### src/rtl/forward_pipe_pkg.sv
// ============================================================================
// forward_pipe_pkg : shared constants and helpers for the forward register slice
// Revision: 1.0
// ============================================================================
`default_nettype none

package forward_pipe_pkg;

    localparam int c_DEFAULT_L = 8;

    // Bits needed to hold values 0..n-1; used to size the occupancy counter.
    function automatic int clog2(input int n);
        int r;
        r = 0;
        while ((1 << r) < n) begin
            r = r + 1;
        end
        return r;
    endfunction

endpackage

`default_nettype wire

### src/rtl/forward_pipe_stage.sv
// ============================================================================
// forward_stage : one valid+data register of the forward pipe
// Revision: 1.0
// ============================================================================
`default_nettype none

module forward_stage
    import forward_pipe_pkg::*;
#(
    parameter int L = c_DEFAULT_L
) (
    input  logic         clk,
    input  logic         rst,
    input  logic         flush,
    input  logic         i_en,
    input  logic         i_valid,
    input  logic [L-1:0] i_data,
    output logic         o_valid,
    output logic [L-1:0] o_data
);

    logic         r_valid;
    logic [L-1:0] r_data;

    // Data only loads on a real beat, so an emptied stage keeps its last payload.
    always_ff @(posedge clk) begin
        if (!rst) begin
            r_valid <= 1'b0;
            r_data  <= '0;
        end else begin
            if (flush) begin
                r_valid <= 1'b0;
            end else if (i_en) begin
                r_valid <= i_valid;
            end
            if (i_en && i_valid && !flush) begin
                r_data <= i_data;
            end
        end
    end

    assign o_valid = r_valid;
    assign o_data  = r_data;

endmodule

`default_nettype wire

### src/rtl/forward_pipe.sv
// ============================================================================
// forward_pipe : DEPTH-stage bubble-collapsing forward register slice
// Revision: 1.0
// ============================================================================
`default_nettype none

module forward_pipe
    import forward_pipe_pkg::*;
#(
    parameter int L     = c_DEFAULT_L,
    parameter int DEPTH = 2
) (
    input  logic                        clk,
    input  logic                        rst,
    input  logic                        flush,
    output logic                        ready_f,
    input  logic                        valid_f,
    input  logic [L-1:0]                data_f,
    input  logic                        ready_b,
    output logic                        valid_b,
    output logic [L-1:0]                data_b,
    output logic [clog2(DEPTH+1)-1:0]   count
);

    localparam int c_CW = clog2(DEPTH + 1);

    generate
        if (DEPTH < 1) begin : g_bad_depth
            $error("forward_pipe: DEPTH must be at least 1");
        end
    endgenerate

    logic [DEPTH:0]   w_en;
    logic [DEPTH-1:0] w_v;
    logic [L-1:0]     w_d [DEPTH];
    logic             w_xfer_in;
    logic             w_xfer_out;
    logic [c_CW-1:0]  r_count;

    // A stage may move when it is empty or everything downstream of it moves.
    assign w_en[DEPTH] = ready_b;

    generate
        for (genvar s = 0; s < DEPTH; s++) begin : g_stage
            logic         w_in_v;
            logic [L-1:0] w_in_d;

            if (s == 0) begin : g_first
                assign w_in_v = valid_f;
                assign w_in_d = data_f;
            end else begin : g_rest
                assign w_in_v = w_v[s-1];
                assign w_in_d = w_d[s-1];
            end

            assign w_en[s] = !w_v[s] || w_en[s+1];

            forward_stage #(
                .L(L)
            ) u_stage (
                .clk     (clk),
                .rst     (rst),
                .flush   (flush),
                .i_en    (w_en[s]),
                .i_valid (w_in_v),
                .i_data  (w_in_d),
                .o_valid (w_v[s]),
                .o_data  (w_d[s])
            );
        end
    endgenerate

    assign ready_f    = rst && !flush && w_en[0];
    assign valid_b    = w_v[DEPTH-1];
    assign data_b     = w_d[DEPTH-1];
    assign w_xfer_in  = valid_f && ready_f;
    assign w_xfer_out = valid_b && ready_b;

    always_ff @(posedge clk) begin
        if (!rst || flush) begin
            r_count <= '0;
        end else if (w_xfer_in && !w_xfer_out) begin
            r_count <= r_count + c_CW'(1);
        end else if (!w_xfer_in && w_xfer_out) begin
            r_count <= r_count - c_CW'(1);
        end
    end

    assign count = r_count;

endmodule

`default_nettype wire

### config.mk
export PLATFORM = sky130hd
export DESIGN_NAME = forward_pipe
export DESIGN_NICKNAME = d
export VERILOG_FILES = /design/src/rtl/forward_pipe_pkg.sv /design/src/rtl/forward_pipe_stage.sv /design/src/rtl/forward_pipe.sv
export SDC_FILE = /design/constraint.sdc
export NUM_CORES = 1
export LEC_CHECK = 0
export CAP_MARGIN = 20
export CELL_PAD_IN_SITES_DETAIL_PLACEMENT = 2
export CELL_PAD_IN_SITES_GLOBAL_PLACEMENT = 2
export CORE_ASPECT_RATIO = 1.25
export CORE_UTILIZATION = 27
export DETAILED_ROUTE_END_ITERATION = 16
export PLACE_DENSITY_LB_ADDON = 0.15
export SETUP_SLACK_MARGIN = 0.02
export SYNTH_ARGS = -nofsm -noshare
export SYNTH_HDL_FRONTEND = slang
export SYNTH_HIERARCHICAL = 1
export SYNTH_SLANG_ARGS = --single-unit
### constraint.sdc
create_clock -name clk -period 2.6 [get_ports clk]
set_clock_uncertainty 0.05 [all_clocks]
set_input_delay 0.78 -clock clk [delete_from_list [all_inputs] [get_ports clk]]
set_output_delay 0.78 -clock clk [all_outputs]
set_load 0.005 [all_outputs]
**Word-level counts from Yosys, hierarchy flattened**

Index checks and enable logic that the tools add are counted.

- Bitwise operators: 1
- Reduce and logical (&&, ||, !) cells: 21
- $add $sub $neg: 2
- Mux-type cells: 2

Operator list:

| kind | number |
|---|---|
| logical AND 1 bit | 10 |
| logical NOT 1 bit | 6 |
| two-way mux 2 bit | 2 |
| logical OR 1 bit | 3 |
| adder 2 x 1 -> 2 bit (second input constant) | 1 |
| nonzero test 2 bit | 1 |
| OR reduction 2 bit | 1 |
| subtractor 2 x 1 -> 2 bit (second input constant) | 1 |
| inverter 1 bit | 1 |

- Output and inout port bits: 12
- Word-level logic and storage cells: 31
- Input port bits: 13
- Flip-flop bits (word level): 20

**Longest topological paths before layout**

Gate-level depths: netlist of the first run.

- Word-level depth: 9
- Mapped depth: 6
- Depth with buffers taken out: 6

**By module**

The synthesis of the first run kept the hierarchy.

Modules (own cells, without submodules):

| module | area an instance (µm²) | cells an instance | times used |
|---|---|---|---|
| forward_stage | 370.4 | 39 | 2 |
| forward_pipe | 132.6 | 16 | 1 |

**Least setup slack after synthesis of the first run**

Ideal clock, no wire load.

- Kind: input to register
- Start point: input ready_b
- End point: register r_count[1], in the netlist count[1]
- Data required time: 2.480 ns
- Data arrival time: 1.946 ns
- Setup slack: 0.534 ns
- Stages on the path: 5
- Path buffers: 0
- Cells stage by stage: nand3b_1 > and3_1 > ha_1 > or3_1 > a21oi_1

- Cells in the longest elaborated chain, start to end: 7
- Elaborated cells between the ends (all ways): 11
- Those cells by class: mux: 1; reduce/logical: 10

Ends and longest elaborated chain:

| element | line | source |
|---|---|---|
| start, declared | forward_pipe.sv:19 | `input logic ready_b,` |
| logical OR 1 bit (2 in a row) | forward_pipe.sv:56 | `assign w_en[s] = !w_v[s] \|\| w_en[s+1];` |
| logical AND 1 bit | forward_pipe.sv:73 | `assign ready_f = rst && !flush && w_en[0];` |
| logical AND 1 bit | forward_pipe.sv:76 | `assign w_xfer_in = valid_f && ready_f;` |
| logical NOT 1 bit | forward_pipe.sv:84 | `end else if (!w_xfer_in && w_xfer_out) begin` |
| logical AND 1 bit | forward_pipe.sv:84 |  |
| nonzero test 2 bit (no source line) | - |  |
| end signal, assigned | forward_pipe.sv:83 | `r_count <= r_count + c_CW'(1);` |
| end signal, assigned | forward_pipe.sv:85 | `r_count <= r_count - c_CW'(1);` |
| end, declared | forward_pipe.sv:38 | `logic [c_CW-1:0] r_count;` |

Several ways; a longest one is shown, not always the timed one.
A chain may end at the register's enable or synchronous reset.

**Worst setup path after layout of the first run**

- Start point: input ready_b
- End point: output ready_f

- Cells in the longest elaborated chain, start to end: 3

Ends and longest elaborated chain:

| element | line | source |
|---|---|---|
| logical OR 1 bit (2 in a row) | forward_pipe.sv:56 |  |
| net w_en[0] | forward_pipe.sv:33 | `logic [DEPTH:0] w_en;` |
| logical AND 1 bit | forward_pipe.sv:73 |  |
| end, declared | forward_pipe.sv:16 | `output logic ready_f,` |

The timed path passes the listed nets, and every way through them passes these cells.

==> run_results.csv, run 1 <==
group,metric,value,unit
detailed_routing,firstDrtPassIters,2,
worst_setup_path,cp_max_fo,3,
min_path,hold_path_depth,2,
synth,synth_ff_type,"dfxtp_1",
worst_setup_path,crit_path_start_kind,"primary input",
timing,tightest_slew,519,ps
synth,synth_cells,94,
clock_tree,clockBufferDepth,2,
worst_setup_path,cpMostUsedCell,"dlygate4sd2_1",
synth,synthArstFlopShare,0,%
place,io_buffers,24,
worst_setup_path,cp.arrival,1590,ps
synth,synth_top_area_share,45.8,%
min_path,hold_end,"g_stage[0].u_stage/o_data[6]",
timing,max_freq,413,MHz
worst_setup_path,end_kind,"primary output",
floorplanning,core_area,3000,sq um
clock_tree,clk_pin_slew,110,ps
synth,synth_edf_count,0,
timing,hold_viol_final,0,
synth,synth_seq_cells,20,
clock_tree,clk_latency,290,ps
power_and_ir_drop,total_power,561,uW
worst_setup_path,crit_cells,4,
synth,ys_seq_area_share,45.8,%
timing,slew_headroom,65.4,%
worst_setup_path,path_class,"primary input to primary output",
detailed_routing,vias_per_cell,4.57,
clock_tree,hold_buffers,0,
final_layout,nNetsFinal,136,
synth,synth_most_common_cell,"nand2_1",
worst_setup_path,r2r_cells,7,
timing,fin_crit_sh,93.1,%
flow_run,maxCapViolCount,0,
worst_setup_path,r2r_slack,690,ps
floorplanning,ios,25,
power_and_ir_drop,p_leak,0.466,nW
synth,ys_types,19,
final_layout,drive_gt1_share,8.26,%
global_routing,grt_use_total,13.6,%
clock_tree,cts_tree,"yes",
global_routing,antenna_found_initial,0,
place,gp_congestion,0.678,
place,dp_hpwl,1430,um
worst_setup_path,crit_chain,"dlygate4sd2_1 -> nand3b_1 -> and2_1 -> dlygate4sd2_1",
synth,syn_area,873,sq um
floorplanning,row_count,22,
final_layout,syn2layout_area_growth,36.0,%
floorplanning,die_x,52.9,um
floorplanning,start_util,29.1,%
worst_setup_path,max_stage_delay,250,ps
timing,rsz0062_at_grt,"false",
min_path,hp-class,"flip-flop to flip-flop",
place,place_area,1140,sq um
worst_setup_path,cp.required,1770,ps
final_layout,multiInputGateArea,433,sq um
final_layout,diodes,0,
global_routing,grt_max_degree,36,
synth,postSynthAreaPerCell,9.29,sq um
timing,period_needed,2420,ps
worst_setup_path,path_buf_inv,2,
floorplanning,die_h,65.6,um
synth,ys_warn_count,6,
worst_setup_path,crit_slowest_cell,"dlygate4sd2_1",
synth,synth_area_leaders,"dfxtp_1 46%, mux2i_1 21%, nand2_1 14%",
outcome,status,"finished clean",
clock_tree,cts_buffers,3,
detailed_routing,post-route-drc-count,0,
power_and_ir_drop,ir_drop,204,uV
timing,drv_slew,0,
global_routing,grt_pass1_vias,787,
worst_setup_path,r2r_end,"count[1]",
floorplanning,fp.dieArea,3470,sq um
synth,synthTopCellsByCount,"33 x nand2_1, 20 x dfxtp_1, 18 x mux2i_1",
final_layout,post-route-cell-area,1190,sq um
detailed_routing,ant_nets,0,
final_layout,seqCellArea,400,sq um
min_path,min-delay-start,"g_stage[0].u_stage/o_data[6]",
detailed_routing,drt_iter0_markers,3,
synth,yosys.area.top_type,"dfxtp_1",
detailed_routing,dr_total_vias,718,
timing,setup-violations-final,0,
detailed_routing,wirelength,1980,um
synth,synth_nets,108,
worst_setup_path,regToRegStartpoint,"g_stage[1].u_stage/o_valid",
power_and_ir_drop,powerDensity,473,nW/um^2
clock_tree,cts_root_buffer,"clkbuf_4",
worst_setup_path,crit_family,"buffers and inverters",
clock_tree,numClockSinks,20,
final_layout,fill_cells,345,
global_routing,grt.overflow.total,0,
clock_tree,htreeDepth,1,
detailed_routing,wire_per_inst,12.6,um
global_routing,grt_pass1_wl,3440,um
-- what timing repair did --
action,in CTS,in global routing
resized for setup,6,0
setup endpoints to repair,1,0
setup buffers,1,0
-- worst max path at each step --
| stage | from | end | slack [ps] |
|---|---|---|---|
| 2_1_floorplan | ready_b | count[1] | 530 |
| 3_3_place_gp | rst | ready_f | -240 |
| 3_5_place_dp | rst | ready_f | -280 |
| 4_1_cts | ready_b | ready_f | 180 |
| 5_1_grt | ready_b | ready_f | 140 |
| 6_report | ready_b | ready_f | 180 |
-- placed cells by master, fill, tap and decap left out, drive strengths merged --
cell type	synthesis	layout
dfxtp	20	20
nor2b	1	1
or3	1	1
buf	6	5
and2	1	1
and3b	2	2
nand3b	1	1
ha	1	1
clkbuf	0	4
xor2	2	2
and3	1	1
o21ai	1	1
mux2i	18	18
nor3b	2	2
a21oi	1	1
nand2	33	33
clkdlybuf4s50	0	20
dlygate4sd2	0	4
nor2	1	1
nand2b	2	2
-- area by class of cell --
type                    count  area share [%]
repair buffers             29            23.0
flip-flops and latches     20            33.7
well taps                  36            3.79
clock buffers               4            3.06
multi-input cells          68            36.5
-- cell families after synthesis --
| kind of cell | share of synthesized area (%) |
|---|---|
| compound gates | 1.15 |
| xor+xnor | 2.01 |
| fa+ha+maj | 1.43 |
| buf+inv | 5.44 |
| flops | 45.8 |
| mux | 20.6 |
| simple gates | 23.5 |
-- metrics by stage --
| stage | util [%] | instances | hold slack, ps | setup WS [ps] | setup TNS, ps |
|---|---|---|---|---|---|
| after CTS | 39.6 | 157 | 424 | 181 | 0 |
| after floorplan | - | 94 | 385 | 534 | 0 |
| after global placement | 38.0 | 152 | 392 | -241 | -279 |
| final | 39.6 | 157 | 416 | 179 | 0 |
| after global routing | 39.6 | 157 | 447 | 145 | 0 |
| after detailed placement | 38.0 | 152 | 406 | -283 | -368 |
-- sequential cells by signal (all words and copies together), names as in the netlist --
| name | cells |
|---|---|
| count | 2 |
| g_stage.u_stage/o_data | 16 |
| g_stage.u_stage/o_valid | 2 |
-- worst reg2reg max path, stage by stage (launching register included) --
cell and delay, ps:
dfxtp_1 420, nand3b_1 110, buf_4 140, buf_4 130
and3_1 160, ha_1 330, or3_1 370, a21oi_1 140
-- metal layers --
layer	vias up	track usage [%]	wire length [um]
met5	-	0	0
met4	0	5.92	19
met3	2	2.31	72
met1	345	15.7	871
li1	357	-	-
met2	14	23.9	1010
-- power by group --
group / total, mW / internal [mW] / switching [mW]
Combinational: 0.0646 / 0.0361 / 0.0285
Sequential: 0.320 / 0.315 / 0.00516
Clock: 0.176 / 0.0852 / 0.0912
(Power assumes the default switching activity.)
==> inputs of run 2 (changes only) <==
Settings changed: CTS_CLUSTER_DIAMETER set to 40.
==> results of run 2 <==
No change in the layout: final DEF, timing and power equal those of run 1.
==> inputs of run 3 (changes only) <==
Settings changed: CORE_UTILIZATION 27 to 29.
Clock period 2.6 ns to 2.9 ns, I/O delays scaled along.
==> run 3 against run 2 <==
Against the previous run: critical path depth stayed put; global-route usage is 0.38 points higher; non-clock buffer count is 1 lower; worst hold slack better by 4.7 ps; register-to-register slack better by 240 ps; combinational power is 8.5% lower; sequential power is 10% lower; design area is 1.6% lower; setup slack worse by 60 ps; cell count is 2.5% lower; critical endpoint unchanged; largest cell class unchanged; largest power group unchanged; highest routed layer unchanged.
==> run_results.csv, run 3 (synthesis gave the netlist of run 1 again) <==
group,metric,value,unit
outcome,status,"finished clean",
global_routing,grt_max_degree,36,
timing,setup_slack,119,ps
detailed_routing,dr_total_vias,707,
final_layout,syn2layout_area_growth,33.8,%
floorplanning,row_count,21,
timing,max_freq,360,MHz
detailed_routing,wirelength,1970,um
floorplanning,fp.dieArea,3240,sq um
place,place_area,1130,sq um
clock_tree,cts_tree,"yes",
global_routing,grt_pass1_vias,736,
worst_setup_path,path_class,"primary input to primary output",
final_layout,diodes,0,
worst_setup_path,max_stage_delay,480,ps
worst_setup_path,cp_max_fo,2,
timing,tightest_slew,502,ps
final_layout,drive_gt1_share,7.56,%
place,dpl.cell_count,149,
global_routing,grt.overflow.total,0,
final_layout,fill_cells,307,
timing,tns,0,ps
place,dp_hpwl,1510,um
detailed_routing,ant_nets,0,
clock_tree,clk_pin_slew,100,ps
timing,rsz0062_at_grt,"false",
worst_setup_path,end_kind,"primary output",
final_layout,multiInputGateArea,435,sq um
final_layout,post-route-cell-area,1170,sq um
final_layout,seqCellArea,400,sq um
place,io_buffers,24,
floorplanning,die_x,51.1,um
final_layout,final_cell_mix,"33 x nand2_1, 22 x clkdlybuf4s50_1, 20 x dfxtp_1",
clock_tree,cts_buffers,3,
floorplanning,core_area,2760,sq um
global_routing,grt_pass1_wl,3400,um
final_layout,largest_reg_flops,16,
worst_setup_path,cp.required,1980,ps
clock_tree,htreeDepth,1,
timing,hold_viol_final,0,
worst_setup_path,crit_family,"buffers and inverters",
flow_run,maxCapViolCount,0,
global_routing,grt_use_total,14.0,%
final_layout,layout.cells.non_filler,153,
detailed_routing,vias_per_cell,4.62,
timing,period_needed,2780,ps
clock_tree,clockBufferDepth,2,
timing,setup-violations-final,0,
clock_tree,clk_latency,290,ps
worst_setup_path,crit_path_start_kind,"primary input",
worst_setup_path,crit_slowest_cell,"clkdlybuf4s50_1",
floorplanning,start_util,31.7,%
timing,slew_headroom,66.5,%
worst_setup_path,cp.arrival,1860,ps
worst_setup_path,path_buf_inv,2,
timing,hold_slack,420,ps
floorplanning,die_h,63.4,um
detailed_routing,wire_per_inst,12.8,um
power_and_ir_drop,total_power,474,uW
detailed_routing,drt_iter0_markers,11,
detailed_routing,firstDrtPassIters,2,
power_and_ir_drop,powerDensity,406,nW/um^2
min_path,hp-class,"flip-flop to flip-flop",
power_and_ir_drop,ir_drop,268,uV
detailed_routing,post-route-drc-count,0,
clock_tree,cts_root_buffer,"clkbuf_4",
power_and_ir_drop,p_leak,0.453,nW
worst_setup_path,crit_chain,"clkdlybuf4s50_1 -> nor2b_4 -> and2_4 -> dlygate4sd2_1",
global_routing,antenna_found_initial,0,
floorplanning,ios,25,
final_layout,nNetsFinal,135,
place,pre_cts_slack,-213,ps
timing,fin_crit_sh,95.9,%
final_layout,fin_util,42.4,%
final_layout,final_common_cell,"nand2_1",
place,gp_congestion,0.633,
timing,drv_slew,0,
clock_tree,numClockSinks,20,
==> run 3: timing repair <==
item,4_1_cts,5_1_grt
gates resized for setup,5,0
hold buffers,0,0
setup endpoints to repair,1,0
setup buffers,1,0
==> run 3: per-layer routing <==
metal / global-route usage (%) / wire length (um)
met1: 18.2 / 953
met2: 22.4 / 942
met3: 2.90 / 56
met4: 5.21 / 13
met5: 0 / 0
==> run 3: tightest hold or removal path: cells and delay by family (launching register included) <==
kind          cells  cell delay [ps]
flops             1              330
simple gates      1               50
mux               1               50
==> run 3: worst paths after layout <==
path	cells after the start	from	to	slack (ps)
hold / removal	2	g_stage[0].u_stage/o_data[5]	g_stage[0].u_stage/o_data[5]	420
setup / recovery	4	rst	ready_f	120
setup reg to reg	7	g_stage[1].u_stage/o_valid	count[1]	930
hold reg to reg	2	g_stage[0].u_stage/o_data[5]	g_stage[0].u_stage/o_data[5]	420
==> run 3: power by group <==
part           total (mW)  leakage, nW  switching [mW]  internal, mW
sequential          0.288        0.162         0.00519         0.283
combinational      0.0591        0.277          0.0256        0.0335
clock               0.128       0.0138          0.0792        0.0483
total               0.474        0.453           0.110         0.364
==> run 3: final cells by class <==
cell class / count / share of cell area, %
Clock buffer: 3 / 1.93
Multi-Input combinational cell: 68 / 37.3
Sequential cell: 20 / 34.3
Tap cell: 34 / 3.64
Timing Repair Buffer: 28 / 22.9
